$ cat config.mk
export PLATFORM = sky130hd
export DESIGN_NAME = sample_linear_upsampler_flat
export DESIGN_NICKNAME = d
export VERILOG_FILES = /design/src/rtl/sample_linear_upsampler_if.sv /design/src/rtl/sample_linear_upsampler.sv /design/src/flat_wrapper.sv
export SDC_FILE = /design/constraint.sdc
export NUM_CORES = 1
export LEC_CHECK = 0
export CAP_MARGIN = 15
export CORE_MARGIN = 4
export CORE_UTILIZATION = 29
export DETAILED_ROUTE_END_ITERATION = 10
export PLACE_DENSITY_LB_ADDON = 0.2
export SLEW_MARGIN = 0
export SYNTH_ARGS = -nofsm -noshare
export SYNTH_HDL_FRONTEND = slang
export SYNTH_SLANG_ARGS = --single-unit
$ cat constraint.sdc
create_clock -name clk -period 5.5 [get_ports clk]
set_input_delay 0.825 -clock clk [delete_from_list [all_inputs] [get_ports clk]]
set_output_delay 0.825 -clock clk [all_outputs]
set_load 0.02 [all_outputs]
$ cat src/rtl/sample_linear_upsampler_if.sv
// Purpose: sample/ready bundle between the synth core, the linear upsampler
//          and the sigma-delta DAC.
// Signals:
//   sample_in_l/r   18b signed input samples, valid while sample_in_rdy is high
//   sample_in_rdy   one-cycle input strobe
//   sample_out_l/r  18b signed interpolated samples, registered
//   sample_out_rdy  one-cycle output strobe
//   underrun        one-cycle pulse: a frame started with no new input
//   overrun         one-cycle pulse: an unconsumed pending input was overwritten
// Modports: master = sample source / output sink, slave = upsampler.
interface sample_linear_upsampler_if;
  logic signed [17:0] sample_in_l;
  logic signed [17:0] sample_in_r;
  logic               sample_in_rdy;
  logic signed [17:0] sample_out_l;
  logic signed [17:0] sample_out_r;
  logic               sample_out_rdy;
  logic               underrun;
  logic               overrun;

  modport master (
    output sample_in_l, sample_in_r, sample_in_rdy,
    input  sample_out_l, sample_out_r, sample_out_rdy, underrun, overrun
  );

  modport slave (
    input  sample_in_l, sample_in_r, sample_in_rdy,
    output sample_out_l, sample_out_r, sample_out_rdy, underrun, overrun
  );
endinterface

$ cat src/rtl/sample_linear_upsampler.sv
// Purpose: stereo linear-interpolation upsampler. Each input sample becomes the
//          target of a frame of 2^STEP_LOG2 outputs, one output every OUT_DIV clocks,
//          ramping linearly from the previous target to the new one.
// Ports:
//   clk    system clock
//   reset  synchronous, active-high
//   bus    sample_linear_upsampler_if.slave (inputs, outputs, underrun/overrun)
// Parameters:
//   OUT_DIV    clocks between output strobes (>= 16)
//   STEP_LOG2  log2 of outputs per frame
module sample_linear_upsampler #(
  parameter int OUT_DIV   = 64,
  parameter int STEP_LOG2 = 4
) (
  input logic                      clk,
  input logic                      reset,
  sample_linear_upsampler_if.slave bus
);
  localparam int TW    = $clog2(OUT_DIV);
  localparam int AW    = 19 + STEP_LOG2;
  localparam int NCH   = 2;  // channel 0 = left, 1 = right

  logic [TW-1:0]        r_tick;
  logic [STEP_LOG2-1:0] r_step;
  logic                 r_pend_valid;
  logic                 r_rdy;
  logic                 r_under;
  logic                 r_over;

  // The previous target is not kept separately: it lives in the accumulator,
  // which is seeded with it at every frame load.
  logic [NCH-1:0][17:0] r_pend;
  logic [NCH-1:0][17:0] r_curr;
  logic [NCH-1:0][18:0] r_delta;
  logic [NCH-1:0][AW-1:0] r_acc;
  logic [NCH-1:0][17:0] r_out;

  logic                   w_emit;
  logic                   w_load;
  logic                   w_take;
  logic [NCH-1:0][17:0]   w_in;
  logic [NCH-1:0][17:0]   w_curr_new;
  logic [NCH-1:0][18:0]   w_delta_new;
  logic [NCH-1:0][AW-1:0] w_acc_nxt;

  assign w_emit = (r_tick == TW'(OUT_DIV - 1));
  assign w_load = w_emit && (r_step == '0);
  assign w_take = w_load && r_pend_valid;
  assign w_in   = {bus.sample_in_r, bus.sample_in_l};

  always_comb begin
    w_curr_new  = '0;
    w_delta_new = '0;
    w_acc_nxt   = '0;
    for (int c = 0; c < NCH; c++) begin
      // On a load the old curr becomes prev; curr advances only if pend is valid,
      // otherwise delta is 0 and the output sits flat at curr.
      w_curr_new[c]  = w_take ? r_pend[c] : r_curr[c];
      w_delta_new[c] = {w_curr_new[c][17], w_curr_new[c]} - {r_curr[c][17], r_curr[c]};
      // Accumulator holds prev*2^S + step*delta; its top 18 bits above the
      // fraction are the floor of the interpolated value.
      w_acc_nxt[c]   = w_load ? {r_curr[c][17], r_curr[c], {STEP_LOG2{1'b0}}}
                              : r_acc[c] + {{STEP_LOG2{r_delta[c][18]}}, r_delta[c]};
    end
  end

  always_ff @(posedge clk) begin
    if (reset) begin
      r_tick       <= '0;
      r_step       <= '0;
      r_pend_valid <= 1'b0;
      r_rdy        <= 1'b0;
      r_under      <= 1'b0;
      r_over       <= 1'b0;
      r_pend       <= '0;
      r_curr       <= '0;
      r_delta      <= '0;
      r_acc        <= '0;
      r_out        <= '0;
    end else begin
      r_tick  <= w_emit ? '0 : r_tick + 1'b1;
      r_rdy   <= w_emit;
      r_under <= w_load && !r_pend_valid;
      // A strobe coinciding with the load that drains pend is not an overrun.
      r_over  <= bus.sample_in_rdy && r_pend_valid && !w_take;
      if (w_emit) r_step <= r_step + 1'b1;
      if (bus.sample_in_rdy)  r_pend_valid <= 1'b1;
      else if (w_take)        r_pend_valid <= 1'b0;
      for (int c = 0; c < NCH; c++) begin
        if (bus.sample_in_rdy) r_pend[c] <= w_in[c];
        if (w_load) begin
          r_curr[c]  <= w_curr_new[c];
          r_delta[c] <= w_delta_new[c];
        end
        if (w_emit) begin
          r_acc[c] <= w_acc_nxt[c];
          r_out[c] <= w_acc_nxt[c][STEP_LOG2+17:STEP_LOG2];
        end
      end
    end
  end

  assign bus.sample_out_l   = r_out[0];
  assign bus.sample_out_r   = r_out[1];
  assign bus.sample_out_rdy = r_rdy;
  assign bus.underrun       = r_under;
  assign bus.overrun        = r_over;
endmodule

$ cat src/flat_wrapper.sv
// flat-port wrapper written by rule: the top's interface ports become plain ports
module sample_linear_upsampler_flat 
#(
  parameter int OUT_DIV   = 64,
  parameter int STEP_LOG2 = 4
)
  (clk, reset, bus_sample_in_l, bus_sample_in_r, bus_sample_in_rdy, bus_sample_out_l, bus_sample_out_r, bus_sample_out_rdy, bus_underrun, bus_overrun);
  sample_linear_upsampler_if bus_i ();
  input logic clk;
  input logic reset;
  input wire logic [$bits(bus_i.sample_in_l)-1:0] bus_sample_in_l;
  input wire logic [$bits(bus_i.sample_in_r)-1:0] bus_sample_in_r;
  input wire logic [$bits(bus_i.sample_in_rdy)-1:0] bus_sample_in_rdy;
  output wire logic [$bits(bus_i.sample_out_l)-1:0] bus_sample_out_l;
  output wire logic [$bits(bus_i.sample_out_r)-1:0] bus_sample_out_r;
  output wire logic [$bits(bus_i.sample_out_rdy)-1:0] bus_sample_out_rdy;
  output wire logic [$bits(bus_i.underrun)-1:0] bus_underrun;
  output wire logic [$bits(bus_i.overrun)-1:0] bus_overrun;
  assign bus_i.sample_in_l = bus_sample_in_l;
  assign bus_i.sample_in_r = bus_sample_in_r;
  assign bus_i.sample_in_rdy = bus_sample_in_rdy;
  assign bus_sample_out_l = bus_i.sample_out_l;
  assign bus_sample_out_r = bus_i.sample_out_r;
  assign bus_sample_out_rdy = bus_i.sample_out_rdy;
  assign bus_underrun = bus_i.underrun;
  assign bus_overrun = bus_i.overrun;
  sample_linear_upsampler #(.OUT_DIV(OUT_DIV), .STEP_LOG2(STEP_LOG2)) u_core (.clk(clk), .reset(reset), .bus(bus_i));
endmodule
==> results of run 1 <==
[final timing paths]
| path | start | to | slack (ns) | cells after the start |
|---|---|---|---|---|
| max | u_core.r_tick[0] | u_core.r_delta[14] | 1.15 | 15 |
| max reg2reg | u_core.r_tick[0] | u_core.r_delta[14] | 1.15 | 15 |
| min | u_core.r_delta[6] | u_core.r_delta[6] | 0.46 | 2 |
| min reg2reg | u_core.r_delta[6] | u_core.r_delta[6] | 0.46 | 2 |
[area by class of cell]
cell class	count	area (µm²)
Timing Repair Buffer	87	838
Tap cell	461	577
Sequential cell	168	3360
Multi-Input combinational cell	922	6260
Inverter	51	191
Clock buffer	22	474
Fill cell	3667	23600
Clock inverter	9	140
[per-layer routing]
metal	GRT usage (%)	share of wire, %
met1	23.6	56
met2	20.1	39
met3	2.93	4.0
met4	3.29	1.1
met5	0	0
[cells in the mapped netlist (9+ instances only)]
library cell | number | area share, %
nor2b_1 | 10 | 0.60
a21oi_1 | 102 | 4.9
nand3_1 | 37 | 1.8
inv_1 | 51 | 1.8
o21ai_1 | 10 | 0.48
and3_1 | 12 | 0.72
nand2_1 | 108 | 3.9
nand2b_1 | 10 | 0.60
and2_1 | 34 | 2.0
mux2_2 | 21 | 2.3
mux2i_1 | 45 | 4.3
a311oi_1 | 9 | 0.76
a211oi_1 | 16 | 1.2
dfxtp_1 | 168 | 32
a31oi_1 | 21 | 1.3
xor2_1 | 18 | 1.5
nor2_1 | 120 | 4.3
clkbuf_1 | 49 | 1.8
buf_4 | 36 | 2.6
ha_1 | 81 | 9.8
a21o_1 | 26 | 1.9
xnor2_1 | 40 | 3.4
nor3_1 | 29 | 1.4
mux2_1 | 12 | 1.3
o21ai_0 | 48 | 2.3
o21a_1 | 11 | 0.79
[per-stage QoR]
step / instances / cell area (µm²) / hold slack [ns] / worst slack [ns]
floorplan: 1241 / 10400 / 0.429 / 1.67
global placement: 1689 / 11200 / 0.441 / 1.20
detailed placement: 1689 / 11200 / 0.453 / 1.12
CTS: 1720 / 11800 / 0.461 / 1.08
global route: 1720 / 11800 / 0.469 / 0.762
finish: 1720 / 11800 / 0.458 / 1.15
[power groups by stage]
stage / clock network [mW] / registers (mW) / logic [mW]
floorplan: 0 / 1.27 / 0.0502
global placement: 0 / 1.27 / 0.0900
detailed placement: 0 / 1.27 / 0.0911
CTS: 1.32 / 1.25 / 0.0913
global route: 1.36 / 1.25 / 0.0991
finish: 1.28 / 1.25 / 0.0891
[kinds of logic after synthesis]
kind of cell             synth area share (%)
AND/OR/NAND/NOR                          17.4
AO/OA/AOI/OAI                            19.4
flip-flops                               32.4
buffers and inverters                    7.54
adder cells (fa/ha/maj)                  10.5
multiplexers                             7.91
XOR/XNOR                                 4.89
[sequential cells by signal, indices dropped and copies added, names as in the netlist, 4 cells and up]
name                     count
u_core.r_delta              38
u_core.r_curr               36
u_core.r_pend               36
u_core.bus.sample_out_l     17
u_core.bus.sample_out_r     17
u_core.r_acc                10
u_core.r_tick                6
u_core.r_step                4
[worst max-delay path: cells and delay by family, from the launching register on]
family	cells	cell delay, ns
DFF	1	0.36
xor gates and xnor gates	1	0.16
adders and majority gates	2	0.53
muxes	1	0.57
and+or+nand+nor	6	1.64
AOI/OAI and AO/OA	5	0.95
[cells in the final DEF, fill, tap and decap left out, drive strengths merged, types with 22 or more instances in the layout]
cell type and instances:
a21o 29, a21oi 103, and2 34, clkbuf 22, clkdlybuf4s50 75, dfxtp 168
ha 81, inv 53, mux2 33, mux2i 45, nand2 109, nand3 37
nor2 121, nor3 29, o21ai 59, xnor2 40
==> key figures, run 1 <==
Status
  • Outcome: finished clean

STA
  • RSZ-0062 raised after global routing: no
  • Final Skew: 0.0119 ns
  • Total negative slack: 0 ns
  • Achievable Freq: 0.230 GHz
  • Tmin final: 4.35 ns
  • Worst Tran Pin Value: 0.967 ns
  • Final slew viol count: 0
  • Fin. Hold Viols: 0
  • Period Utilization, post-route: between 70% and 80%
  • Final Setup Violations: 0
  • Max transition margin: 35.3%

CTS
  • CTS buffer count: 17
  • Worst-Skew Late Latency: 0.43 ns
  • CTS tree: yes
  • Buffer count from post-CTS setup fixing: 0
  • H-tree depth: 4
  • Maximum clock insertion buffer count: 2
  • Worst-path clk slew: around 0.07 ns
  • CTS resizes: 0
  • Root buf cell: clkbuf_16
  • Clock sinks: 168
  • CTS Hold Bufs: 0

Drt
  • Routed Antenna Nets: 0
  • Vias: roughly 8,600
  • WL per Instance: between 15 and 20 µm
  • DRC: 0
  • Vias/cell: 4.99
  • 1st-pass router iterations: 5
  • DRT Wirelength: just under 30 mm
  • 1st-iter DRT viols: 500

Setup path
  • Arrival time worst endpoint: approximately 4.7 ns
  • Crit path largest cell delay: 0.57 ns
  • CP Cell Sequence: ha_1 -> and3_1 -> nand3_2 -> nor2_2 -> nand2_2 -> mux2_1 -> ha_1 -> nor2b_1 -> o31a_1 -> or4_1 -> a21oi_1 -> o21bai_1 -> a21oi_1 -> xor2_1 -> o21ai_1
  • CP max stage cell: mux2_1
  • Crit path required time: 5.81 ns
  • CP Class: register to register
  • Crit Path Max Fanout: 36
  • Crit. End Element: register
  • Worst setup SP type: register

Cells and area
  • Layout cell share with drive strength beyond 1: 6.43%
  • Post-layout util: 33.4%
  • Fin nets: 1,371
  • N_diodes: 0
  • P&R area growth vs syn: 14.0%

Place
  • Port Buffer Count: 77
  • HPWL after detailed placement: between 20 and 25 mm
  • Routability cong.: 0.880

Min path
  • Worst Hold Class: register to register

Logic synthesis
  • Ys flop type: dfxtp_1
  • Post-Syn Nets: 1,365
  • Syn avg cell area: 8.37 µm²
  • Yosys warns: 0
  • Synth Cell Area: 10,400 µm²
  • Post-synth EDFFs: 0
  • Yosys cell types: 76
  • Post-synthesis sequential area ratio: 32.4%
  • Mapped Cells: 1,241
  • Yosys reg bits: 168
  • Post-synth ARST share: 0%

Power and ir drop
  • Max IR drop VDD: 0.228 mV
  • Combinational power share: 3.4%
  • Pwr/cell area: 220 nW/µm²
  • Net Sw Frac: approximately 22%
  • P_int: approximately 2 mW
  • Total power draw: 2.61 mW
  • Sequential Power Share: 47.7%
  • Clock share of power: between 40% and 50%
  • Net Switching: 0.578 mW
  • Lkg Pwr: slightly below 5 nW

Floorplan
  • Chip width: 197 µm
  • Die area: 38,900 µm²
  • IO Count: 78
  • Core Area: 35,500 µm²
  • Rows: 69
  • Initial core utilization: 29.3%
  • Die Ht: between 150 and 200 µm

Global route
  • Largest net degree at the start of global routing: 54
  • Vias in the first global route: 8,073
  • Congestion Overflow GR: 0
  • Initial antenna violation count: 0
  • GR Util All Layers: 14.8%
  • First-pass GRT wire length: 46.0 mm

Run
  • Total of max-cap violations: 0
Note: power is estimated with default switching activity, not from simulation.
==> run 2: changes to the inputs <==
Clock period 5.5 ns to 4.5 ns, I/O delays scaled along.
==> key figures, run 2 (synthesis results as in run 1) <==
Status
  • Outcome: finished clean

Min path
  • Hold_sp: u_core.r_delta[4]
  • Hold path depth: 2 (unchanged)
  • Hold path endpoint: u_core.r_delta[4]
  • Worst Hold Class: register to register

CTS
  • Clock sinks: 168 (unchanged)
  • Worst-Skew Late Latency: 0.44 ns (about the same)
  • CTS buffer count: 17 (unchanged)
  • Root buf cell: clkbuf_16
  • H-tree depth: 4 (unchanged)
  • Maximum clock insertion buffer count: 2 (unchanged)
  • CTS resizes: 0 (unchanged)
  • Buffer count from post-CTS setup fixing: 0 (unchanged)
  • Worst-path clk slew: 0.07 ns (about the same)
  • CTS Hold Bufs: 0 (unchanged)
  • CTS tree: yes

Global route
  • Vias in the first global route: 8,138 (+0.81%)
  • Initial antenna violation count: 0 (unchanged)
  • Largest net degree at the start of global routing: 67 (+24%)
  • Congestion Overflow GR: 0 (unchanged)
  • First-pass GRT wire length: 46.7 mm (+1.5%)
  • GR Util All Layers: 14.9% (+0.12 points)

Floorplan
  • Chip width: 197 µm (unchanged)
  • IO Count: 78 (unchanged)
  • Rows: 69 (unchanged)
  • Die Ht: 197 µm (unchanged)
  • Initial core utilization: 29.3% (unchanged)
  • Die area: 38,900 µm² (unchanged)
  • Core Area: 35,500 µm² (unchanged)

Drt
  • DRT Wirelength: 28.8 mm (-1.1%)
  • 1st-iter DRT viols: 555 (+11%)
  • DRC: 0 (unchanged)
  • Vias: 8,556 (-0.33%)
  • 1st-pass router iterations: 5 (unchanged)
  • Vias/cell: 4.97 (-0.44%)
  • Routed Antenna Nets: 0 (unchanged)
  • WL per Instance: 16.8 µm (-1.2%)

Setup path
  • Crit Path Max Fanout: 21 (-42%)
  • R2r startpoint: u_core.r_tick[0]
  • R2r setup slk: 0.50 ns (-0.65 ns)
  • Crit Reg-Reg Endpoint: u_core.r_delta[37]
  • Start point of the critical path: u_core.r_tick[0]
  • CP Class: register to register
  • Delay-heaviest family, CP: compound AO/OA/AOI/OAI gates
  • Crit. End Element: register
  • Worst setup SP type: register
  • Crit-path most repeated cell: ha_1
  • CP max stage cell: a2111oi_0
  • CP Cell Sequence: ha_1 -> and3_1 -> nand3_2 -> nor2_2 -> nand2_4 -> buf_4 -> mux2_2 -> ha_1 -> o21ai_0 -> a21boi_0 -> o2bb2ai_1 -> o21ai_1 -> a31oi_1 -> a2111oi_0 -> nor3_1
  • Crit path largest cell delay: 0.51 ns (-0.06 ns)
  • CP Buf/Inv Count: 1 (+1)
  • FF-to-FF path depth: 15 (unchanged)
  • Crit path required time: 4.81 ns (-1.00 ns)
  • Arrival time worst endpoint: 4.31 ns (-0.35 ns)

STA
  • Max transition margin: 49.6% (+14 points)
  • PnR worst setup slack: 0.500 ns (-0.649 ns)
  • Worst hold slack: 0.456 ns (-0.00270 ns)
  • Final Setup Violations: 0 (unchanged)
  • Achievable Freq: 0.250 GHz (+8.8%)
  • Final slew viol count: 0 (unchanged)
  • Final Skew: 0.0117 ns (-0.000233 ns)
  • Fin. Hold Viols: 0 (unchanged)
  • Total negative slack: 0 ns (unchanged)
  • Tmin final: 4.00 ns (-0.351 ns)
  • RSZ-0062 raised after global routing: no
  • Worst Tran Pin Value: 0.755 ns (-0.212 ns)
  • Period Utilization, post-route: 88.9% (+9.8 points)

Place
  • Placed Area: 11,200 µm² (about the same)
  • Routability cong.: 0.871 (-1.0%)
  • HPWL after detailed placement: 21.6 mm (+1.0%)
  • Dpl cells: 1,690 (+0.059%)
  • Pre-CTS WS: 0.393 ns (-0.726 ns)
  • Port Buffer Count: 77 (unchanged)

Cells and area
  • P&R area growth vs syn: 14.5%
  • Fin nets: 1,372 (+0.073%)
  • Biggest regs: u_core.r_delta (38), u_core.r_curr (36), u_core.r_pend (36)
  • Layout cell share with drive strength beyond 1: 6.66% (+0.23 points)
  • Fin cells: 1,722 (+0.12%)
  • Max FFs per register: 38 (unchanged)
  • Final Instance Area: 11,900 µm² (+0.45%)
  • Commonest non-fill, non-tap cells in the layout: 168 x dfxtp_1, 120 x nor2_1, 108 x nand2_1
  • N_diodes: 0 (unchanged)
  • Biggest register: u_core.r_delta
  • Most common cell after layout, fill and taps aside: dfxtp_1

Power and ir drop
  • Pwr/cell area: 277 nW/µm² (+26%)
  • Lkg Pwr: 4.94 nW (+0.92%)
  • Max IR drop VDD: 0.278 mV (+22%)

Run
  • Total of max-cap violations: 0 (unchanged)
run 2: cell types whose count changed in the layout (fill, tap and decap cells not counted), sizes merged:
cell      change
bufinv        +2
clkinvlp      -1
buf           +1
inv           +1
clkinv        +3
clkbuf        -4
run 2: per-layer routing:
metal  vias to the layer above  share of wire, %  global-route usage, %
li1                       4405                 -                      -
met1                      3998                56                   23.6
met2                       137                39                   20.5
met3                        16               3.7                   2.88
met4                         0              0.95                   3.13
met5                         -                 0                      0
run 2: report_power, final:
part	switching, mW	internal, mW	leakage, nW
sequential	0.0135	1.51	1.36
clock	0.662	1.01	0.323
combinational	0.0554	0.0535	3.26
run 2: area by class of cell:
type	instances	area [µm²]
clock buffer	18	439
timing repair buffer	88	846
multi-input combinational	922	6260
fill	3649	23600
inverter	51	191
tap	461	577
clock inverter	14	219
sequential	168	3360
run 2: stage by stage:
| stage | utilization [%] | power [mW] |
|---|---|---|
| 4_1_cts | 33.5 | 3.35 |
| 2_1_floorplan | - | 1.61 |
| 3_5_place_dp | 31.7 | 1.67 |
| 3_3_place_gp | 31.7 | 1.66 |
| 6_report | 33.5 | 3.30 |
| 5_1_grt | 33.5 | 3.42 |
run 2: worst max path at each step:
stage                         end  slack [ns]  cells past startpoint
2_1_floorplan  u_core.r_delta[17]        0.67                     17
4_1_cts        u_core.r_delta[37]        0.35                     15
5_1_grt        u_core.r_delta[37]        0.15                     15
3_5_place_dp   u_core.r_delta[37]        0.39                     15
6_report       u_core.r_delta[37]        0.50                     15
3_3_place_gp   u_core.r_delta[37]        0.50                     15
run 2: worst register-to-register path: cells and delay by family (launching register included):
family          cells  cell delay, ns
fa+ha+maj           2            0.53
compound gates      6            1.56
mux                 1            0.31
simple gates        5            0.82
flops               1            0.35
buf+inv             1            0.30
==> run 3: changes to the inputs <==
Settings changed: GPL_ROUTABILITY_DRIVEN from default to 0.
==> results of run 3 <==
Same layout as run 2: the final DEF is identical, and so are final timing and power.
